--- src/rtl/store_lane_packer_if.sv ---
// Store-side bus for store_lane_packer: the store request from MEM decode and the
// posted-write drain port toward data memory.
interface store_lane_packer_if;
  logic        st_valid;
  logic [1:0]  st_mode;
  logic [31:0] st_addr;
  logic [31:0] st_data;
  logic        st_ready;
  logic        align_err;
  logic        buf_empty;
  logic        mem_req;
  logic [31:0] mem_addr;
  logic [3:0]  mem_be;
  logic [31:0] mem_wdata;
  logic        mem_ack;

  modport slave (
    input  st_valid, st_mode, st_addr, st_data, mem_ack,
    output st_ready, align_err, buf_empty, mem_req, mem_addr, mem_be, mem_wdata
  );

  modport master (
    output st_valid, st_mode, st_addr, st_data, mem_ack,
    input  st_ready, align_err, buf_empty, mem_req, mem_addr, mem_be, mem_wdata
  );
endinterface

--- src/rtl/store_lane_packer.sv ---
// Packs sw/sh/sb operands into byte lanes + enables and queues them in a posted-write FIFO.
// Optional misaligned-store rejection is enabled by defining STORE_ALIGN_CHECK_EN.
module store_lane_packer #(
  parameter int DEPTH = 4
) (
  input logic               clk,
  input logic               reset,
  store_lane_packer_if.slave bus
);

  localparam int          AW   = $clog2(DEPTH);
  localparam logic [AW:0] FULL = (AW+1)'(DEPTH);

  logic [29:0]   r_addr [DEPTH];
  logic [3:0]    r_be   [DEPTH];
  logic [31:0]   r_data [DEPTH];
  logic [AW-1:0] r_head;
  logic [AW-1:0] r_tail;
  logic [AW:0]   r_count;

  logic          w_store;
  logic          w_aligned;
  logic          w_push;
  logic          w_pop;
  logic [3:0]    w_be;
  logic [31:0]   w_data;

  always_comb begin
    w_be   = 4'b0000;
    w_data = bus.st_data;
    case (bus.st_mode)
      2'b01: begin
        w_be   = 4'b1111;
        w_data = bus.st_data;
      end
      2'b10: begin
        w_be   = bus.st_addr[1] ? 4'b1100 : 4'b0011;
        w_data = {2{bus.st_data[15:0]}};
      end
      2'b11: begin
        w_be   = 4'b0001 << bus.st_addr[1:0];
        w_data = {4{bus.st_data[7:0]}};
      end
      default: begin
        w_be   = 4'b0000;
        w_data = bus.st_data;
      end
    endcase
  end

  assign w_store      = bus.st_valid && (bus.st_mode != 2'b00);
  assign bus.st_ready = (r_count != FULL);
  assign w_push       = w_store && bus.st_ready && w_aligned;
  assign w_pop        = bus.mem_req && bus.mem_ack;

`ifdef STORE_ALIGN_CHECK_EN
  logic r_align_err;

  always_comb begin
    w_aligned = 1'b1;
    if (bus.st_mode == 2'b01 && bus.st_addr[1:0] != 2'b00) w_aligned = 1'b0;
    if (bus.st_mode == 2'b10 && bus.st_addr[0])            w_aligned = 1'b0;
  end

  // Stores refused for lack of space are retried upstream, so they never flag an error.
  always_ff @(posedge clk or posedge reset) begin
    if (reset) r_align_err <= 1'b0;
    else       r_align_err <= w_store && bus.st_ready && !w_aligned;
  end

  assign bus.align_err = r_align_err;
`else
  assign w_aligned     = 1'b1;
  assign bus.align_err = 1'b0;
`endif

  always_ff @(posedge clk or posedge reset) begin
    if (reset) begin
      r_head  <= '0;
      r_tail  <= '0;
      r_count <= '0;
    end else begin
      if (w_push) r_tail <= r_tail + 1'b1;
      if (w_pop)  r_head <= r_head + 1'b1;
      case ({w_push, w_pop})
        2'b10:   r_count <= r_count + 1'b1;
        2'b01:   r_count <= r_count - 1'b1;
        default: r_count <= r_count;
      endcase
    end
  end

  // Payload storage needs no reset; outputs are gated by mem_req instead.
  always_ff @(posedge clk) begin
    if (w_push) begin
      r_addr[r_tail] <= bus.st_addr[31:2];
      r_be[r_tail]   <= w_be;
      r_data[r_tail] <= w_data;
    end
  end

  assign bus.mem_req   = (r_count != '0);
  assign bus.buf_empty = (r_count == '0);
  assign bus.mem_addr  = bus.mem_req ? {r_addr[r_head], 2'b00} : 32'h0;
  assign bus.mem_be    = bus.mem_req ? r_be[r_head]            : 4'h0;
  assign bus.mem_wdata = bus.mem_req ? r_data[r_head]          : 32'h0;

endmodule

--- src/flat_wrapper.sv ---
// flat-port wrapper written by rule: the top's interface ports become plain ports
module store_lane_packer_flat 
#(
  parameter int DEPTH = 4
)
  (clk, reset, bus_st_valid, bus_st_mode, bus_st_addr, bus_st_data, bus_mem_ack, bus_st_ready, bus_align_err, bus_buf_empty, bus_mem_req, bus_mem_addr, bus_mem_be, bus_mem_wdata);
  store_lane_packer_if bus_i ();
  input logic clk;
  input logic reset;
  input wire logic [$bits(bus_i.st_valid)-1:0] bus_st_valid;
  input wire logic [$bits(bus_i.st_mode)-1:0] bus_st_mode;
  input wire logic [$bits(bus_i.st_addr)-1:0] bus_st_addr;
  input wire logic [$bits(bus_i.st_data)-1:0] bus_st_data;
  input wire logic [$bits(bus_i.mem_ack)-1:0] bus_mem_ack;
  output wire logic [$bits(bus_i.st_ready)-1:0] bus_st_ready;
  output wire logic [$bits(bus_i.align_err)-1:0] bus_align_err;
  output wire logic [$bits(bus_i.buf_empty)-1:0] bus_buf_empty;
  output wire logic [$bits(bus_i.mem_req)-1:0] bus_mem_req;
  output wire logic [$bits(bus_i.mem_addr)-1:0] bus_mem_addr;
  output wire logic [$bits(bus_i.mem_be)-1:0] bus_mem_be;
  output wire logic [$bits(bus_i.mem_wdata)-1:0] bus_mem_wdata;
  assign bus_i.st_valid = bus_st_valid;
  assign bus_i.st_mode = bus_st_mode;
  assign bus_i.st_addr = bus_st_addr;
  assign bus_i.st_data = bus_st_data;
  assign bus_i.mem_ack = bus_mem_ack;
  assign bus_st_ready = bus_i.st_ready;
  assign bus_align_err = bus_i.align_err;
  assign bus_buf_empty = bus_i.buf_empty;
  assign bus_mem_req = bus_i.mem_req;
  assign bus_mem_addr = bus_i.mem_addr;
  assign bus_mem_be = bus_i.mem_be;
  assign bus_mem_wdata = bus_i.mem_wdata;
  store_lane_packer #(.DEPTH(DEPTH)) u_core (.clk(clk), .reset(reset), .bus(bus_i));
endmodule
--- config.mk ---
export PLATFORM = sky130hd
export DESIGN_NAME = store_lane_packer_flat
export DESIGN_NICKNAME = d
export VERILOG_FILES = /design/src/rtl/store_lane_packer_if.sv /design/src/rtl/store_lane_packer.sv /design/src/flat_wrapper.sv
export SDC_FILE = /design/constraint.sdc
export NUM_CORES = 1
export LEC_CHECK = 0
export ABC_CLOCK_PERIOD_IN_PS = 4500
export BUFFER_PORTS_ARGS = -buffer_cell sky130_fd_sc_hd__buf_2
export CORE_AREA = 2 2 138 274
export CTS_CLUSTER_DIAMETER = 150
export DETAILED_ROUTE_END_ITERATION = 16
export DIE_AREA = 0 0 140 276
export PLACE_DENSITY = 0.57
export SLEW_MARGIN = 20
export SYNTH_ARGS = -nofsm -noshare
export SYNTH_HDL_FRONTEND = slang
export SYNTH_SLANG_ARGS = --single-unit
--- constraint.sdc ---
create_clock -name clk -period 4.5 [get_ports clk]
set_input_delay 0.9 -clock clk [delete_from_list [all_inputs] [get_ports clk]]
set_output_delay 0.9 -clock clk [all_outputs]
set_load 0.005 [all_outputs]
# [Word-level counts from Yosys, hierarchy flattened]
# Memories as Yosys holds them, arrays and structs flattened.
# Index checks and enable logic that the tools add are counted.
[word_totals] reg_bits=7 mem_bits_rw=264 input_bits=70 output_inout_bits=72 wordCells=33 mem_count=3
[memory_table] name="u_core.r_data" depth=4 width=32 rd=1 rd_ports_with_merged_regs=0 wr=1 line="store_lane_packer.sv:16" source="logic [31:0] r_data [DEPTH];"
[memory_table] name="u_core.r_addr" depth=4 width=30 rd=1 rd_ports_with_merged_regs=0 wr=1 line="store_lane_packer.sv:14" source="logic [29:0] r_addr [DEPTH];"
[memory_table] name="u_core.r_be" depth=4 width=4 rd=1 rd_ports_with_merged_regs=0 wr=1 line="store_lane_packer.sv:15" source="logic [3:0] r_be [DEPTH];"
[op_classes] add_sub_neg=4 n_eq_ne=6 shift=1 n_mux=9 reduce_logical=7
[ops] cell="$mux W32" count=2
[ops] cell="$pmux W32 S2" count=1
[ops] cell="$pmux W4 S3" count=1
[ops] cell="$mux W4" count=2
[ops] cell="$eq A2 B2 Y1 const B" count=3
[ops] cell="$pmux W3 S2" count=1
[ops] cell="$add A2 B1 Y2 const B" count=2
[ops] cell="$eq A2 B1 Y1 const B" count=2
[ops] cell="$reduce_bool A2 Y1" count=2
[ops] cell="$shl A1 B2 Y4 const A" count=1
[ops] cell="$add A3 B1 Y3 const B" count=1
[ops] cell="$logic_and A1 B1 Y1" count=3
[ops] cell="$logic_not A3 Y1" count=1
[ops] cell="$ne A3 B3 Y1 const B" count=1
[ops] cell="$reduce_bool A3 Y1" count=1
[ops] cell="$sub A3 B1 Y3 const B" count=1
[ops] cell="$mux W1" count=2

# [Depth between registers and ports, before layout]
[logic_depth] depth_word=5 depth_mapped=9 mapped_depth_nobuf=9

# [Least setup slack after synthesis]
# OpenSTA, ideal clock, no wires.
[synth_path] path_type="input-to-reg" startpoint="in bus_st_mode[1]" endpoint="mem u_core.r_addr[0][0], enable pin" setup_time_ns=0.431 arrival_time_ns=2.909 required_ns=4.069 slack_ns=1.160 cell_stages=3 path_buffers=0 path_cell_list="o21ai_0 > a21oi_1 > and2_1"
[synth_between] elab_chain_len=5
[synth_rtl] item="start, declared" line="flat_wrapper.sv:11" source="input wire logic [$bits(bus_i.st_mode)-1:0] bus_st_mode;"
[synth_rtl] item="$reduce_bool A2 Y1" line="store_lane_packer.sv:51" source="assign w_store = bus.st_valid && (bus.st_mode != 2'b00);"
[synth_rtl] item="$logic_and A1 B1 Y1" line="store_lane_packer.sv:51"
[synth_rtl] item="$logic_and A1 B1 Y1" line="store_lane_packer.sv:53" source="assign w_push = w_store && bus.st_ready && w_aligned;"
[synth_rtl] item="$mux W1" line="store_lane_packer.sv:95" source="if (w_push) begin"
[synth_rtl] item="$mux W1 (implied by the code)" line="store_lane_packer.sv:96" source="r_addr[r_tail] <= bus.st_addr[31:2];"
[synth_rtl] item="end, declared" line="store_lane_packer.sv:14"
# Every way passes these cells.

# [Worst setup path after layout]
[layout_path] startpoint="reg u_core.r_head[0]" endpoint="out bus_mem_wdata[9]"
[layout_between] elab_chain_len=2
[layout_rtl] item="start, declared" line="store_lane_packer.sv:17" source="logic [AW-1:0] r_head;"
[layout_rtl] item="start signal, assigned" line="store_lane_packer.sv:84" source="if (w_pop) r_head <= r_head + 1'b1;"
[layout_rtl] item="$mem_v2 Z4 W32"
[layout_rtl] item="$mux W32" line="store_lane_packer.sv:106" source="assign bus.mem_wdata = bus.mem_req ? r_data[r_head] : 32'h0;"
[layout_rtl] item="end, declared" line="flat_wrapper.sv:21" source="output wire logic [$bits(bus_i.mem_wdata)-1:0] bus_mem_wdata;"
# Every way passes these cells.

==> results.sh <==
export IMPL_finalWeightedCongestion=0.7063
export IMPL_p_clk_frac=0.258
export IMPL_fin_skew_ns=0.01224
export IMPL_worstReg2RegEnd="u_core.r_count[2]$_DFFE_PP0P_"
export IMPL_port_buffers=138
export IMPL_place_area_um2=12030
export IMPL_grt_use_total=0.1225
export IMPL_ys_ff_latch=271
export IMPL_row_count=99
export IMPL_die_h_um=276
export IMPL_critPathRequiredTime_ns=3.60
export IMPL_ant_nets=0
export IMPL_clk_pin_slew_ns=0.06
export IMPL_ir_drop_mv=0.3282
export IMPL_cts_max_path_buffers=3
export IMPL_cellLeakagePower_uw=0.004378
export IMPL_clock_fmax_mhz=289.7
export IMPL_power_density_nw_per_um2=616.4
export IMPL_root_buffer="clkbuf_16"
export IMPL_die_area_um2=38640
export IMPL_synth_cell_types=27
export IMPL_synthMuxAreaShare=0.1631
export IMPL_nets=741
export IMPL_p_comb_frac=0.300
export IMPL_violations="DRC"
export IMPL_die_w_um=140
export IMPL_cts_resized_gates=0
export IMPL_seq_power_share=0.442
export IMPL_stdcell_area_um2=12820
export IMPL_fin_crit_sh=0.7671
export IMPL_swShare=0.2860
export IMPL_reg2regPathDepth=9
export IMPL_startpoint_type="register"
export IMPL_synth_edf_count=264
export IMPL_hpwlAfterDp_um=15380
export IMPL_path_max_fanout=56
export IMPL_max_cap_violations=0
export IMPL_syn_avg_cell_area_um2=20.85
export IMPL_grt_max_degree=68
export IMPL_hold_viol_final=0
export IMPL_reg2reg_slack_ns=1.84
export IMPL_cts_tree="built"
export IMPL_p_int_uw=5640
export IMPL_start_util=0.2967
export IMPL_ios=142
export IMPL_htree_levels=1
export IMPL_power_uw=7899
export IMPL_synth_xor_area_frac=0.004847
export IMPL_synth_top_area_share=0.7312
export IMPL_post_cts_buffers=0
export IMPL_coreArea_um2=36540
export IMPL_synthCells=520
export IMPL_vias=5178
export IMPL_slew_limit_headroom=0.2953
export IMPL_yosysSeqAreaShare=0.7474
export IMPL_rsz0062_at_grt="false"
export IMPL_post_drt_via_cell_ratio=4.554
export IMPL_cts_hold_fix_buffers=0
export IMPL_synth_simple_area_share=0.04778
export IMPL_wire_per_inst_um=20.85
export IMPL_yosys_warnings=0
export IMPL_drive_gt1_frac=0.3997
export IMPL_synth_most_common_cell="edfxtp_1"
export IMPL_drcViolationCount=9
export IMPL_switchingPower_uw=2259
export IMPL_critPathKind="reg2out"
export IMPL_rr_startpoint="u_core.r_count[0]$_DFFE_PP0P_"
export IMPL_synthTopCellsByArea="edfxtp_1 (73%), mux4_2 (14%), and2_1 (4.1%), mux2_2 (1.8%), dfrtp_1 (1.6%)"
export IMPL_antenna_cells=0
export IMPL_routed_wl_um=23700
export IMPL_endpoint_kind="output pin"
export IMPL_yosys_area_share_adder=0.007617
export IMPL_finalCriticalPeriod_ns=3.452
export IMPL_grt_pass1_wl_um=35410
export IMPL_worst_slew_pin_slew_ns=1.057
export IMPL_cts_buffers=24
export IMPL_final_setup_tns_ns=0
export IMPL_initialDrtViolationCount=237
export IMPL_synth_compound_area_frac=0.007617
export IMPL_grt_overflow_total=0
export IMPL_netlist_area_um2=10840
export IMPL_ys_flop_type="edfxtp_1"
export IMPL_clock_sinks=271
export IMPL_async_reset_ff_frac=0.02583
export IMPL_clock_latency_ns=0.52
export IMPL_setup_viol=0
export IMPL_status="complete, but fails checks"
export IMPL_synth_top_family_by_area="multiplexers"
export IMPL_synth_top_area_cell="edfxtp_1"
export IMPL_antenna_found_initial=4
export IMPL_synth_common_cells="edfxtp_1 (264), and2_1 (71), mux4_2 (66)"
export IMPL_crit_start="u_core.r_head[0]$_DFFE_PP0P_"
export IMPL_grt_pass1_vias=5550
export IMPL_cp_arrival_ns=2.55
export IMPL_hp_class="in2async"
export IMPL_area_growth_pct=18.21
export IMPL_finalMaxSlewViolations=0
export IMPL_firstDrtPassIters=13
cells in the final DEF, fill, tap and decap left out, types with 3 or more instances in the layout:
cell type / instances
conb_1: 3
and2_4: 4
nand2_1: 4
nor2_1: 11
xor2_1: 3
xnor2_1: 3
buf_4: 6
mux4_2: 66
mux2_2: 17
clkbuf_1: 6
inv_1: 9
edfxtp_1: 264
ha_1: 5
dfrtp_1: 5
mux2i_1: 9
a21oi_1: 13
buf_2: 138
clkbuf_16: 25
clkinv_2: 4
and2_1: 67
buf_12: 3
sequential cells by signal, summed over array words and instances (netlist names):
register        count
u_core.r_data     128
u_core.r_addr     120
u_core.r_be        16
u_core.r_count      3
u_core.r_head       2
u_core.r_tail       2
critical path, cell delays in order, from the launching register on:
cell and delay, ns:
dfrtp_4 0.60, buf_12 0.39, mux4_2 0.64, and2_1 0.18, buf_2 0.12
cells by family (layout without fill, tap and decap cells):
family          Yosys count  in the layout
fa+ha+maj                 6              6
xor+xnor                  6              6
mux                      92             92
compound gates           16             16
simple gates             89             89
flops                   271            271
buf+inv                  39            200
other cells               1              3
final cells by class:
cell class	instances	area [um2]
tap	454	568.0
clock inverter	12	120.1
clock buffer	32	661.9
multi-input combinational	212	2526
fill	3404	23730
sequential	271	8110
timing repair buffer	147	795.8
inverter	9	33.78
power by group through the flow:
stage / clock [uW] / combinational, uW / sequential [uW]
2_1_floorplan: 0 / 1680 / 3360
3_3_place_gp: 0 / 2470 / 3550
3_5_place_dp: 0 / 2470 / 3570
4_1_cts: 2110 / 2480 / 3510
5_1_grt: 2190 / 2600 / 3540
6_report: 2040 / 2370 / 3490
routing by layer:
metal / GRT usage / vias up / routed length (um)
met5: 0 / - / 23
met4: 0.03704 / 4 / 466
met3: 0.01593 / 30 / 748
met2: 0.2376 / 112 / 13600
met1: 0.1373 / 2680 / 8860
li1: - / 2352 / -
through the flow:
step | setup WS, ns | instances | utilization | hold slack [ns]
floorplan | 1.160 | 522 | - | 0.4753
global placement | 1.171 | 1093 | 0.3293 | 0.5120
detailed placement | 1.095 | 1093 | 0.3293 | 0.5150
CTS | 0.9436 | 1137 | 0.3507 | 0.3260
global route | 0.8773 | 1137 | 0.3507 | 0.3409
finish | 1.048 | 1137 | 0.3507 | 0.3307
worst max-delay path by stage:
stage | endpoint | slack (ns) | cells past startpoint
2_1_floorplan | u_core.r_addr[0][0]$_DFFE_PP_ | 1.16 | 3
3_3_place_gp | u_core.r_data[2][31]$_DFFE_PP_ | 1.17 | 5
3_5_place_dp | u_core.r_data[0][30]$_DFFE_PP_ | 1.09 | 5
4_1_cts | bus_mem_wdata[9] | 0.94 | 4
5_1_grt | bus_mem_wdata[31] | 0.88 | 4
6_report | bus_mem_wdata[9] | 1.05 | 4
Note: power is estimated with default switching activity, not from simulation.
